`src/rtl/win_filter_pkg.sv`:
```
`default_nettype none
// +----------------------------------------------------------------------+
// | win_filter_pkg : shared types and constants for window_filter_pipe   |
// | Revision      : 1.0                                                  |
// +----------------------------------------------------------------------+
package win_filter_pkg;

  typedef enum logic [1:0] {
    MODE_MEAN   = 2'b00,
    MODE_MEDIAN = 2'b01,
    MODE_BYPASS = 2'b10
  } mode_e;

  localparam int WIN_N      = 9;
  localparam int CENTER_IDX = 4;

  // Nine DATA_W-bit values sum to at most 9*(2^DATA_W-1), which fits DATA_W+4 bits.
  function automatic int sum_w(input int data_w);
    return data_w + 4;
  endfunction

endpackage
`default_nettype wire

```
`src/rtl/window_filter_pipe_sort3.sv`:
```
`default_nettype none
// +----------------------------------------------------------------------+
// | sort3_u  : combinational ascending sorter of three DATA_W values      |
// | Revision : 1.0                                                       |
// +----------------------------------------------------------------------+
module sort3_u #(
  parameter int DATA_W = 8
) (
  input  logic [DATA_W-1:0] a,
  input  logic [DATA_W-1:0] b,
  input  logic [DATA_W-1:0] c,
  output logic [DATA_W-1:0] lo,
  output logic [DATA_W-1:0] mid,
  output logic [DATA_W-1:0] hi
);

  logic              w_a_lt_b;
  logic [DATA_W-1:0] w_ab_lo;
  logic [DATA_W-1:0] w_ab_hi;
  logic [DATA_W-1:0] w_hi_c_min;

  assign w_a_lt_b   = (a < b);
  assign w_ab_lo    = w_a_lt_b ? a : b;
  assign w_ab_hi    = w_a_lt_b ? b : a;
  assign lo         = (w_ab_lo < c) ? w_ab_lo : c;
  assign hi         = (w_ab_hi > c) ? w_ab_hi : c;
  // mid = max(min(a,b), min(max(a,b), c))
  assign w_hi_c_min = (w_ab_hi < c) ? w_ab_hi : c;
  assign mid        = (w_ab_lo > w_hi_c_min) ? w_ab_lo : w_hi_c_min;

endmodule
`default_nettype wire

```
`src/rtl/window_filter_pipe.sv`:
```
`default_nettype none
// +----------------------------------------------------------------------+
// | window_filter_pipe : 3-stage 3x3 mean / median / bypass filter       |
// | Option macro WIN_FILTER_CNT_EN adds out_count (delivered results).   |
// | Revision : 1.0                                                       |
// +----------------------------------------------------------------------+
module window_filter_pipe
  import win_filter_pkg::*;
#(
  parameter int DATA_W = 8,
  parameter int ROUND  = 0
) (
  input  logic                    clk,
  input  logic                    rst_n,
  input  logic                    in_valid,
  output logic                    in_ready,
  input  logic [WIN_N*DATA_W-1:0] in_win,
  input  logic [1:0]              in_mode,
  output logic                    out_valid,
  input  logic                    out_ready,
  output logic [DATA_W-1:0]       out_data
`ifdef WIN_FILTER_CNT_EN
  ,
  output logic [31:0]             out_count
`endif
);

  localparam int                 c_sum_w     = sum_w(DATA_W);
  localparam logic [c_sum_w-1:0] c_round_add = (ROUND != 0) ? c_sum_w'(4) : '0;
  localparam logic [c_sum_w-1:0] c_div       = c_sum_w'(9);

  logic                    w_adv;

  logic                    r_s1_valid;
  logic [WIN_N*DATA_W-1:0] r_s1_win;
  logic [1:0]              r_s1_mode;

  logic [c_sum_w-1:0]      w_sum;
  logic [2:0][DATA_W-1:0]  w_row_lo;
  logic [2:0][DATA_W-1:0]  w_row_mid;
  logic [2:0][DATA_W-1:0]  w_row_hi;

  logic                    r_s2_valid;
  logic [1:0]              r_s2_mode;
  logic [c_sum_w-1:0]      r_s2_sum;
  logic [2:0][DATA_W-1:0]  r_s2_lo;
  logic [2:0][DATA_W-1:0]  r_s2_mid;
  logic [2:0][DATA_W-1:0]  r_s2_hi;
  logic [DATA_W-1:0]       r_s2_center;

  logic [DATA_W-1:0]       w_lo_max;
  logic [DATA_W-1:0]       w_hi_min;
  logic [DATA_W-1:0]       w_mid_med;
  logic [DATA_W-1:0]       w_median;
  logic [DATA_W-1:0]       w_mean;
  logic [DATA_W-1:0]       w_result;
  logic [DATA_W-1:0]       w_unused_mid_lo;
  logic [DATA_W-1:0]       w_unused_mid_hi;
  logic [DATA_W-1:0]       w_unused_med_lo;
  logic [DATA_W-1:0]       w_unused_med_hi;

  logic                    r_out_valid;
  logic [DATA_W-1:0]       r_out_data;

  function automatic logic [DATA_W-1:0] max3(input logic [2:0][DATA_W-1:0] v);
    logic [DATA_W-1:0] m;
    m = (v[0] > v[1]) ? v[0] : v[1];
    return (m > v[2]) ? m : v[2];
  endfunction

  function automatic logic [DATA_W-1:0] min3(input logic [2:0][DATA_W-1:0] v);
    logic [DATA_W-1:0] m;
    m = (v[0] < v[1]) ? v[0] : v[1];
    return (m < v[2]) ? m : v[2];
  endfunction

  // Whole pipeline moves in lock-step, so a stalled output freezes every stage.
  assign w_adv     = !r_out_valid || out_ready;
  assign in_ready  = w_adv;
  assign out_valid = r_out_valid;
  assign out_data  = r_out_data;

  always_comb begin
    w_sum = '0;
    for (int i = 0; i < WIN_N; i++) begin
      w_sum = w_sum + c_sum_w'(r_s1_win[i*DATA_W +: DATA_W]);
    end
  end

  for (genvar g = 0; g < 3; g++) begin : g_row
    sort3_u #(.DATA_W(DATA_W)) u_sort (
      .a   (r_s1_win[(3*g)*DATA_W   +: DATA_W]),
      .b   (r_s1_win[(3*g+1)*DATA_W +: DATA_W]),
      .c   (r_s1_win[(3*g+2)*DATA_W +: DATA_W]),
      .lo  (w_row_lo[g]),
      .mid (w_row_mid[g]),
      .hi  (w_row_hi[g])
    );
  end

  // Median of nine from row-sorted data: med(max of mins, med of mids, min of maxes).
  assign w_lo_max = max3(r_s2_lo);
  assign w_hi_min = min3(r_s2_hi);

  sort3_u #(.DATA_W(DATA_W)) u_mid_med (
    .a   (r_s2_mid[0]),
    .b   (r_s2_mid[1]),
    .c   (r_s2_mid[2]),
    .lo  (w_unused_mid_lo),
    .mid (w_mid_med),
    .hi  (w_unused_mid_hi)
  );

  sort3_u #(.DATA_W(DATA_W)) u_final_med (
    .a   (w_lo_max),
    .b   (w_mid_med),
    .c   (w_hi_min),
    .lo  (w_unused_med_lo),
    .mid (w_median),
    .hi  (w_unused_med_hi)
  );

  assign w_mean = DATA_W'((r_s2_sum + c_round_add) / c_div);

  always_comb begin
    w_result = r_s2_center;
    case (r_s2_mode)
      MODE_MEAN:   w_result = w_mean;
      MODE_MEDIAN: w_result = w_median;
      default:     w_result = r_s2_center;
    endcase
  end

  always_ff @(posedge clk or negedge rst_n) begin
    if (!rst_n) begin
      r_s1_valid  <= 1'b0;
      r_s1_win    <= '0;
      r_s1_mode   <= '0;
      r_s2_valid  <= 1'b0;
      r_s2_mode   <= '0;
      r_s2_sum    <= '0;
      r_s2_lo     <= '0;
      r_s2_mid    <= '0;
      r_s2_hi     <= '0;
      r_s2_center <= '0;
      r_out_valid <= 1'b0;
      r_out_data  <= '0;
    end else if (w_adv) begin
      r_s1_valid  <= in_valid;
      r_s1_win    <= in_win;
      r_s1_mode   <= in_mode;
      r_s2_valid  <= r_s1_valid;
      r_s2_mode   <= r_s1_mode;
      r_s2_sum    <= w_sum;
      r_s2_lo     <= w_row_lo;
      r_s2_mid    <= w_row_mid;
      r_s2_hi     <= w_row_hi;
      r_s2_center <= r_s1_win[CENTER_IDX*DATA_W +: DATA_W];
      r_out_valid <= r_s2_valid;
      r_out_data  <= w_result;
    end
  end

`ifdef WIN_FILTER_CNT_EN
  logic [31:0] r_count;

  always_ff @(posedge clk or negedge rst_n) begin
    if (!rst_n) begin
      r_count <= '0;
    end else if (r_out_valid && out_ready) begin
      r_count <= r_count + 32'd1;
    end
  end

  assign out_count = r_count;
`endif

endmodule
`default_nettype wire

```
`config.mk`:
```
export PLATFORM = sky130hd
export DESIGN_NAME = window_filter_pipe
export DESIGN_NICKNAME = d
export VERILOG_FILES = /design/src/rtl/win_filter_pkg.sv /design/src/rtl/window_filter_pipe_sort3.sv /design/src/rtl/window_filter_pipe.sv
export SDC_FILE = /design/constraint.sdc
export NUM_CORES = 1
export LEC_CHECK = 0
export CAP_MARGIN = 20
export CELL_PAD_IN_SITES_DETAIL_PLACEMENT = 0
export CELL_PAD_IN_SITES_GLOBAL_PLACEMENT = 2
export CORE_ASPECT_RATIO = 0.5
export CORE_MARGIN = 10
export CORE_UTILIZATION = 41
export DETAILED_ROUTE_END_ITERATION = 7
export PLACE_DENSITY = 0.92
export SLEW_MARGIN = 10
export SYNTH_ARGS = -nofsm -noshare
export SYNTH_HDL_FRONTEND = slang
export SYNTH_SLANG_ARGS = --single-unit
```
`constraint.sdc`:
```
create_clock -name clk -period 25.8 [get_ports clk]
set_input_delay 5.16 -clock clk [delete_from_list [all_inputs] [get_ports clk]]
set_output_delay 5.16 -clock clk [all_outputs]
set_load 0.01 [all_outputs]
```
After elaboration in Yosys (flattened, before gate mapping)
Cells that the tools add are included.

Add/sub/neg operators: 8. Div/mod/pow operators: 1. $lt $le $gt $ge: 25. Equal/unequal tests: 1. Mux-type cells: 31. Reduce and logical (&&, ||, !) cells: 3.

Operators by type and width (number): $mux 8 (30); $lt 8x8->1 (15); $gt 8x8->1 (10); $add 12x8->12 (4); $pmux 8 s2 (1); $add 11x8->12 (1); $div 12x4->12 const B (1); $add 10x8->11 (1); $add 9x8->10 (1); $add 8x8->9 (1); $eq 2x1->1 const B (1); $logic_not 2->1 (1); $logic_not 1->1 (1); $logic_or 1x1->1 (1).

Register bits after elaboration: 179. Bits of input ports: 78. Output and inout bits: 10. Logic and storage cells: 87.

Longest topological paths before layout
Gate-level depths: netlist (run 1).

Word-level depth: 13. Depth in mapped cells: 61. Gate-level depth less buffers: 56.

Hierarchy
A second synthesis (run 1) with hierarchy kept.

Cells, all modules: 2173. Area total of the unflattened synthesis: 17949.7 µm².

Modules (own cells, without submodules): window_filter_pipe (times used 1, cells an instance 1193, area each 10680.2 µm², sequential area each 4479.3 µm²); sort3_u (times used 5, cells an instance 196, area each 1453.9 µm², sequential area each 0.0 µm²).

Worst setup path after synthesis (run 1)
Ideal clock, no wire load.

Path type: input to output. Start: input port out_ready. End: output port in_ready. Data arrival time: 6.008 ns. Required time: 20.640 ns. Setup slack: 14.632 ns. Stages on the path: 5. Path buffers: 3. Cells stage by stage: nor2b_1 > clkbuf_1 > inv_1 > clkbuf_1 > buf_1.

Word-level cells in the longest chain between the ends: 1.

RTL lines: start: declaration (RTL line window_filter_pipe.sv:20) `input logic out_ready,`; $logic_or 1x1->1 (RTL line window_filter_pipe.sv:78) `assign w_adv = !r_out_valid || out_ready;`; end: declaration (RTL line window_filter_pipe.sv:16) `output logic in_ready,`.

Every way passes these cells.

Worst setup path in the final report (run 1)
Ends and elaborated chain as after synthesis.

==> run summary, run 1 <==
• complete, no violations — outcome
• sky130_fd_sc_hd__clkdlybuf4s50_1 — most numerous cell on the critical path
• 13.99 ps — worst clock skew
• 298.8 um — die width
• 5.425 — drt via density
• 0.06733 — layout cell share with drive strength beyond 1
• 600 ps — slowest stage delay, CP
• 0 — number of enable flip-flop cells after synthesis
• 0 — count of unresolved DRC violations after routing
• 12.04% — P&R area growth vs syn
• sky130_fd_sc_hd__clkdlybuf4s50_1 — slowest CP cell
• 17280 um^2 — cell area after placement
• 0 — Maximum Capacitance Violations
• 47620 um^2 — die area
• 0 ps — total negative setup slack
• sky130_fd_sc_hd__clkbuf_16 — clk root buf
• 208 — largest net degree at the start of global routing
• 1172 — violation count after the first detailed-route iteration
• 0 — warnings from Yosys
• 13570 ps — reg2reg setup slack
• 1088 ps — transition time of the tightest slew-check pin
• input port — sort of element at the start of the critical path
• 74320 um — wire length of the first global-routing pass
• 0.2725 — max_slew headroom
• 38390 um — post-DP HPWL
• sky130_fd_sc_hd__dfrtp_1 — ys flop type
• no — unrepaired setup endpoints after global routing
• 88 — number of placed I/O pins
• 47820 um — final wirelength
• yes — clock tree from TritonCTS
• 6 — first-pass detailed-route iteration total
• sky130_fd_sc_hd__dfrtp_1 — cell taking the most area after synthesis
• 1857 — count of mapped cells out of synthesis
• 0.2811 — Seq/Total Area, Yosys
• 2217 — number of nets in the layout
• sky130_fd_sc_hd__nand2_1 — most common cell after layout, fill and taps aside
• 460 ps — clock latency at the later pin of the worst-skew pair
• 0.2811 — proportion of netlist area held by the largest area contributor
• 7560 ps — arrival time reported for the critical path endpoint
• 0 — number of buffers inserted to repair setup after CTS
• 0.1992 — GRT Resource Usage Total
• 463.4 ps — Worst Hold Slack
• 1.000 — fraction of registers with async set or reset after synthesis
• output pin — Critical Path End Type
• 52 — worst reg-to-reg path cell count
• 17 — CTS buffer count
• 37850 um^2 — core region area
• 0 — hold buffer count at cts
• 4 — critical path buffer and inverter count
• r_s2_mid[5] — Worst R2R Start
• out_ready — startpoint of the most critical setup path
• 12720 ps — final critical path time including I/O delays and setup
• 0 — Final Hold Viols
• sky130_fd_sc_hd__nand2_1, sky130_fd_sc_hd__o21ai_0, sky130_fd_sc_hd__ha_1 — leading cell types in the layout, fill and taps excluded
• 5 — cell depth of the worst setup path
• 2171 — total nets after synthesis
• sky130_fd_sc_hd__dfrtp_1, sky130_fd_sc_hd__ha_1, sky130_fd_sc_hd__nand2_1 — Area contributors post-synth
• 0 — antenna violations before repair
• 20640 ps — required time worst endpoint
• register to register — Hold/Removal Path Class
• buffers and inverters — largest delay contributor family on the critical path
• 87 — number of port buffers
• 0 — number of diodes
• 70 ps — Clock Pin Slew Worst Setup and Hold Paths
• 84 — count of cell types in the netlist
• 0 — max-slew violations
• 0.4210 — Initial Util
• 159.4 um — vertical die dimension
• 12500 — number of global-route vias before repair
• 4 — htree depth
• 13220 — Vias
• in_ready — termination of the worst setup path
• 8.580 um^2 — average cell area after synthesis
• 0.9626 — global placement routability congestion
• clkdlybuf4s50_1 > nor2b_4 > buf_12 > inv_4 > clkdlybuf4s50_1 — cell-by-cell trace of the critical path
• 179 — number of flip-flops and latches in the synthesized netlist
• 0 — setup-violating endpoint count in the final report
• 0 — overflow left after global routing
• input port to output pin — classification of the worst setup path
• 207 — largest fanout on the critical path
• 179 — sinks on the clock net
• out_data[3] — Critical R2R Capture
• 15930 um^2 — total standard cell area after synthesis
• 17850 um^2 — post-route cell area
• 78.61 MHz — highest attainable clock frequency
• 0 — quantity of gates resized following cts
• 0.4931 — final clock period utilization by the worst path
• 50 — number of cell rows
• 19.63 um — Avg WL per Cell
• 2 — deepest clock path buffer count
• 0 — post-detailed-route count of antenna-violating nets
state kept, by name, indices dropped and copies added (netlist names):
signal	cells
r_s1_win	72
r_s2_hi	24
r_s2_lo	24
r_s2_mid	24
r_s2_sum	12
out_data	8
r_s2_center	8
r_s1_mode	2
r_s2_mode	2
out_valid	1
r_s1_valid	1
r_s2_valid	1
kinds of logic (layout without fill, tap and decap cells):
| family | count (synthesis) | after routing | share of synthesized area |
|---|---|---|---|
| buf+inv | 220 | 279 | 0.05411 |
| fa+ha+maj | 236 | 236 | 0.2108 |
| mux | 122 | 122 | 0.08120 |
| compound gates | 523 | 523 | 0.2060 |
| xor+xnor | 13 | 13 | 0.007618 |
| flops | 179 | 179 | 0.2811 |
| simple gates | 564 | 564 | 0.1592 |
worst min-delay path, stage by stage, from the launching register on:
cell and delay [ps]:
sky130_fd_sc_hd__dfrtp_1 340, sky130_fd_sc_hd__nand2_1 50, sky130_fd_sc_hd__nand2_1 50
area by class of cell:
cell class / instances / area (um^2)
clock buffers: 19 / 442.9
clock inverters: 13 / 125.1
fillers: 3744 / 20000
inverters: 143 / 539.3
multi-input cells: 1458 / 10600
flip-flops and latches: 179 / 4479
well taps: 520 / 650.6
repair buffers: 104 / 1015
stage by stage:
step                std cells    util  setup slack, ps
floorplan                1857       -            14630
global placement         2401  0.4560            13230
detailed placement       2403  0.4564            13220
CTS                      2435  0.4714            13230
global route             2436  0.4716            12270
finish                   2436  0.4716            13080
Yosys cell counts, types with 17 or more instances:
cell type / instances
sky130_fd_sc_hd__fa_1: 54
sky130_fd_sc_hd__mux2i_1: 78
sky130_fd_sc_hd__a21oi_1: 75
sky130_fd_sc_hd__mux2_2: 41
sky130_fd_sc_hd__o21ai_0: 240
sky130_fd_sc_hd__nor2b_1: 61
sky130_fd_sc_hd__nand3_1: 25
sky130_fd_sc_hd__ha_1: 182
sky130_fd_sc_hd__o21a_1: 38
sky130_fd_sc_hd__nor2_1: 54
sky130_fd_sc_hd__dfrtp_1: 179
sky130_fd_sc_hd__nand2_1: 347
sky130_fd_sc_hd__clkbuf_1: 61
sky130_fd_sc_hd__inv_1: 143
sky130_fd_sc_hd__nand2b_1: 26
sky130_fd_sc_hd__a21o_1: 36
sky130_fd_sc_hd__nand4_1: 17
per-layer routing:
layer | share of wire | vias to the layer above | track usage | wire (um)
met3 | 0.085 | 15 | 0.06492 | 4061
met4 | 0.0066 | 0 | 0.03237 | 315
met5 | 0 | - | 0 | 0
met2 | 0.40 | 305 | 0.2683 | 18970
met1 | 0.51 | 6332 | 0.3023 | 24470
li1 | - | 6563 | - | -
how the worst min path moves through the flow:
stage | start | endpoint | slack, ps | depth (start not counted)
final | r_s2_valid | r_s2_valid | 460 | 2
after global routing | r_s2_valid | out_valid | 500 | 1
after CTS | r_s2_valid | r_s2_valid | 470 | 2
after detailed placement | r_s2_valid | r_s2_valid | 450 | 2
after global placement | r_s2_valid | r_s2_valid | 450 | 2
after floorplan | r_s2_valid | r_s2_valid | 430 | 2
Power of run 1 is not shown: default switching activity piles up to over one toggle a cycle in this logic, so the estimate is an artifact.
==> run 2: changes to the inputs <==
CORE_UTILIZATION = 38   (was 41)
PLACE_DENSITY = 0.86   (was 0.92)
clock period = 12.9 ns   (was 25.8 ns; I/O delays follow)
==> run 2 against run 1 <==
Cell count grew 1.0%; wire length increased by 3.3%; count of clock-buffer cells in the layout unchanged.
==> run summary, run 2 (synthesized netlist as in run 1, its figures left out) <==
• complete, no violations — outcome
• 0.06979 — layout cell share with drive strength beyond 1
• no — unrepaired setup endpoints after global routing
• 0 — number of buffers inserted to repair setup after CTS
• 0 — max-slew violations
• 52 — worst reg-to-reg path cell count
• 2 — worst hold stages
• yes — clock tree from TritonCTS
• 460 ps — clock latency at the later pin of the worst-skew pair
• register — Critical Path End Type
• 0.8924 — final clock period utilization by the worst path
• 76020 um — wire length of the first global-routing pass
• 0 — post-detailed-route count of antenna-violating nets
• sky130_fd_sc_hd__nand2_1, sky130_fd_sc_hd__o21ai_0, sky130_fd_sc_hd__ha_1 — leading cell types in the layout, fill and taps excluded
• register to register — classification of the worst setup path
• 179 — sinks on the clock net
• 0.3893 — Initial Util
• 0 — Final Hold Viols
• 0 ps — total negative setup slack
• 19860 um — routed wire length on met2
• 17340 um^2 — cell area after placement
• r_s2_valid — worst hold endpoint
• 4479 um^2 — register area
• 12550 — number of global-route vias before repair
• 49370 um — final wirelength
• 208 — largest net degree at the start of global routing
• 12.45% — P&R area growth vs syn
• 0 — Maximum Capacitance Violations
• 10600 um^2 — area of the multi-input gates
• 11.21 ps — worst clock skew
• 6 — critical path buffer and inverter count
• compound AO/OA/AOI/OAI gates — largest delay contributor family on the critical path
• 0 — quantity of gates resized following cts
• 11890 ps — arrival time reported for the critical path endpoint
• 20.06 um — Avg WL per Cell
• 11510 ps — final critical path time including I/O delays and setup
• 88 — number of placed I/O pins
• sky130_fd_sc_hd__clkbuf_16 — clk root buf
• 17 — CTS buffer count
• 4 — htree depth
• sky130_fd_sc_hd__and2_0 — slowest CP cell
• 309.6 um — die width
• 0.1948 — GRT Resource Usage Total
• 39570 um — post-DP HPWL
• 4146 — count of fill cells added during filler insertion
• sky130_fd_sc_hd__nand2_1 — most common cell after layout, fill and taps aside
• r_s2_valid — startpoint of the lowest-slack hold path
• 51020 um^2 — die area
• 0 — count of unresolved DRC violations after routing
• 0.3278 — max_slew headroom
• 0 — hold buffer count at cts
• 87 — number of port buffers
• 1468 ps — DP Worst Slack
• 0.9506 — global placement routability congestion
• 13280 ps — required time worst endpoint
• 0 — setup-violating endpoint count in the final report
• 5.315 — drt via density
• 0 — overflow left after global routing
• 0 — antenna violations before repair
• met4 — top routing layer used
• register — sort of element at the start of the critical path
• 2 — deepest clock path buffer count
• 70 ps — Clock Pin Slew Worst Setup and Hold Paths
• 590 ps — slowest stage delay, CP
• 1081 — violation count after the first detailed-route iteration
• 5 — first-pass detailed-route iteration total
• 1390 ps — reg2reg setup slack
• 72 — flip-flop count of the largest register, all copies and words added
• r_s2_mid[1] — Worst R2R Start
• 15 — largest fanout on the critical path
• out_data[3] — Critical R2R Capture
• register to register — Hold/Removal Path Class
• r_s1_win — register bank with the most flops
• 17920 um^2 — post-route cell area
• 40920 um^2 — core region area
• 4286 um — total length of routed met3 wires
• 86.86 MHz — highest attainable clock frequency
• 1388 ps — setup ws final
• 1002 ps — transition time of the tightest slew-check pin
• 13080 — Vias
• 52 — number of cell rows
• 2221 — number of nets in the layout
• 164.8 um — vertical die dimension
• 24860 um — Routed met1 length
[run 2: changes by cell type in the layout (fill, tap and decap cells not counted)]
cell	before	now
sky130_fd_sc_hd__clkbuf_1	1	0
sky130_fd_sc_hd__diode_2	0	1
sky130_fd_sc_hd__inv_6	2	3
sky130_fd_sc_hd__clkinvlp_4	4	2
sky130_fd_sc_hd__buf_4	15	20
sky130_fd_sc_hd__clkbuf_8	2	3
sky130_fd_sc_hd__clkbuf_4	1	0
sky130_fd_sc_hd__clkinv_2	2	3
[run 2: layer usage]
layer  global-route usage  vias up
met5                    0        -
met3              0.06774       28
met4              0.03280        0
li1                     -     6569
met1               0.2865     6200
met2               0.2712      282
[run 2: worst max path at each step]
stage | start | endpoint | slack (ps) | depth (start not counted)
4_1_cts | r_s2_mid[1] | out_data[3] | 1460 | 52
3_3_place_gp | r_s2_mid[5] | out_data[5] | 1670 | 50
2_1_floorplan | r_s2_mid[1] | out_data[5] | 2100 | 58
6_report | r_s2_mid[1] | out_data[3] | 1390 | 52
5_1_grt | r_s2_mid[9] | out_data[3] | 240 | 53
3_5_place_dp | r_s2_mid[1] | out_data[3] | 1470 | 52
[run 2: worst reg2reg max path: cells and delay by family (launching register included)]
family	cells	cell delay (ps)
AOI/OAI and AO/OA	33	6170
buffers and inverters	6	940
muxes	3	980
DFF	1	410
and+or+nand+nor	4	1110
adders and majority gates	6	1840
[run 2: area by class of cell]
type / instances / area share
Sequential cell: 179 / 0.2500
Clock inverter: 13 / 0.006913
Timing Repair Buffer: 108 / 0.05831
Clock buffer: 19 / 0.02528
Multi-Input combinational cell: 1458 / 0.5915
Tap cell: 540 / 0.03771
Antenna cell: 1 / 0.0001397
Inverter: 143 / 0.03010
[run 2: per-stage QoR]
stage	hold WS, ps	std cells	util
2_1_floorplan	430.0	1857	-
3_3_place_gp	443.1	2428	0.4237
3_5_place_dp	446.8	2428	0.4237
4_1_cts	462.3	2460	0.4378
5_1_grt	497.3	2460	0.4378
6_report	455.6	2461	0.4378
Power of run 2 is left out for the same reason.
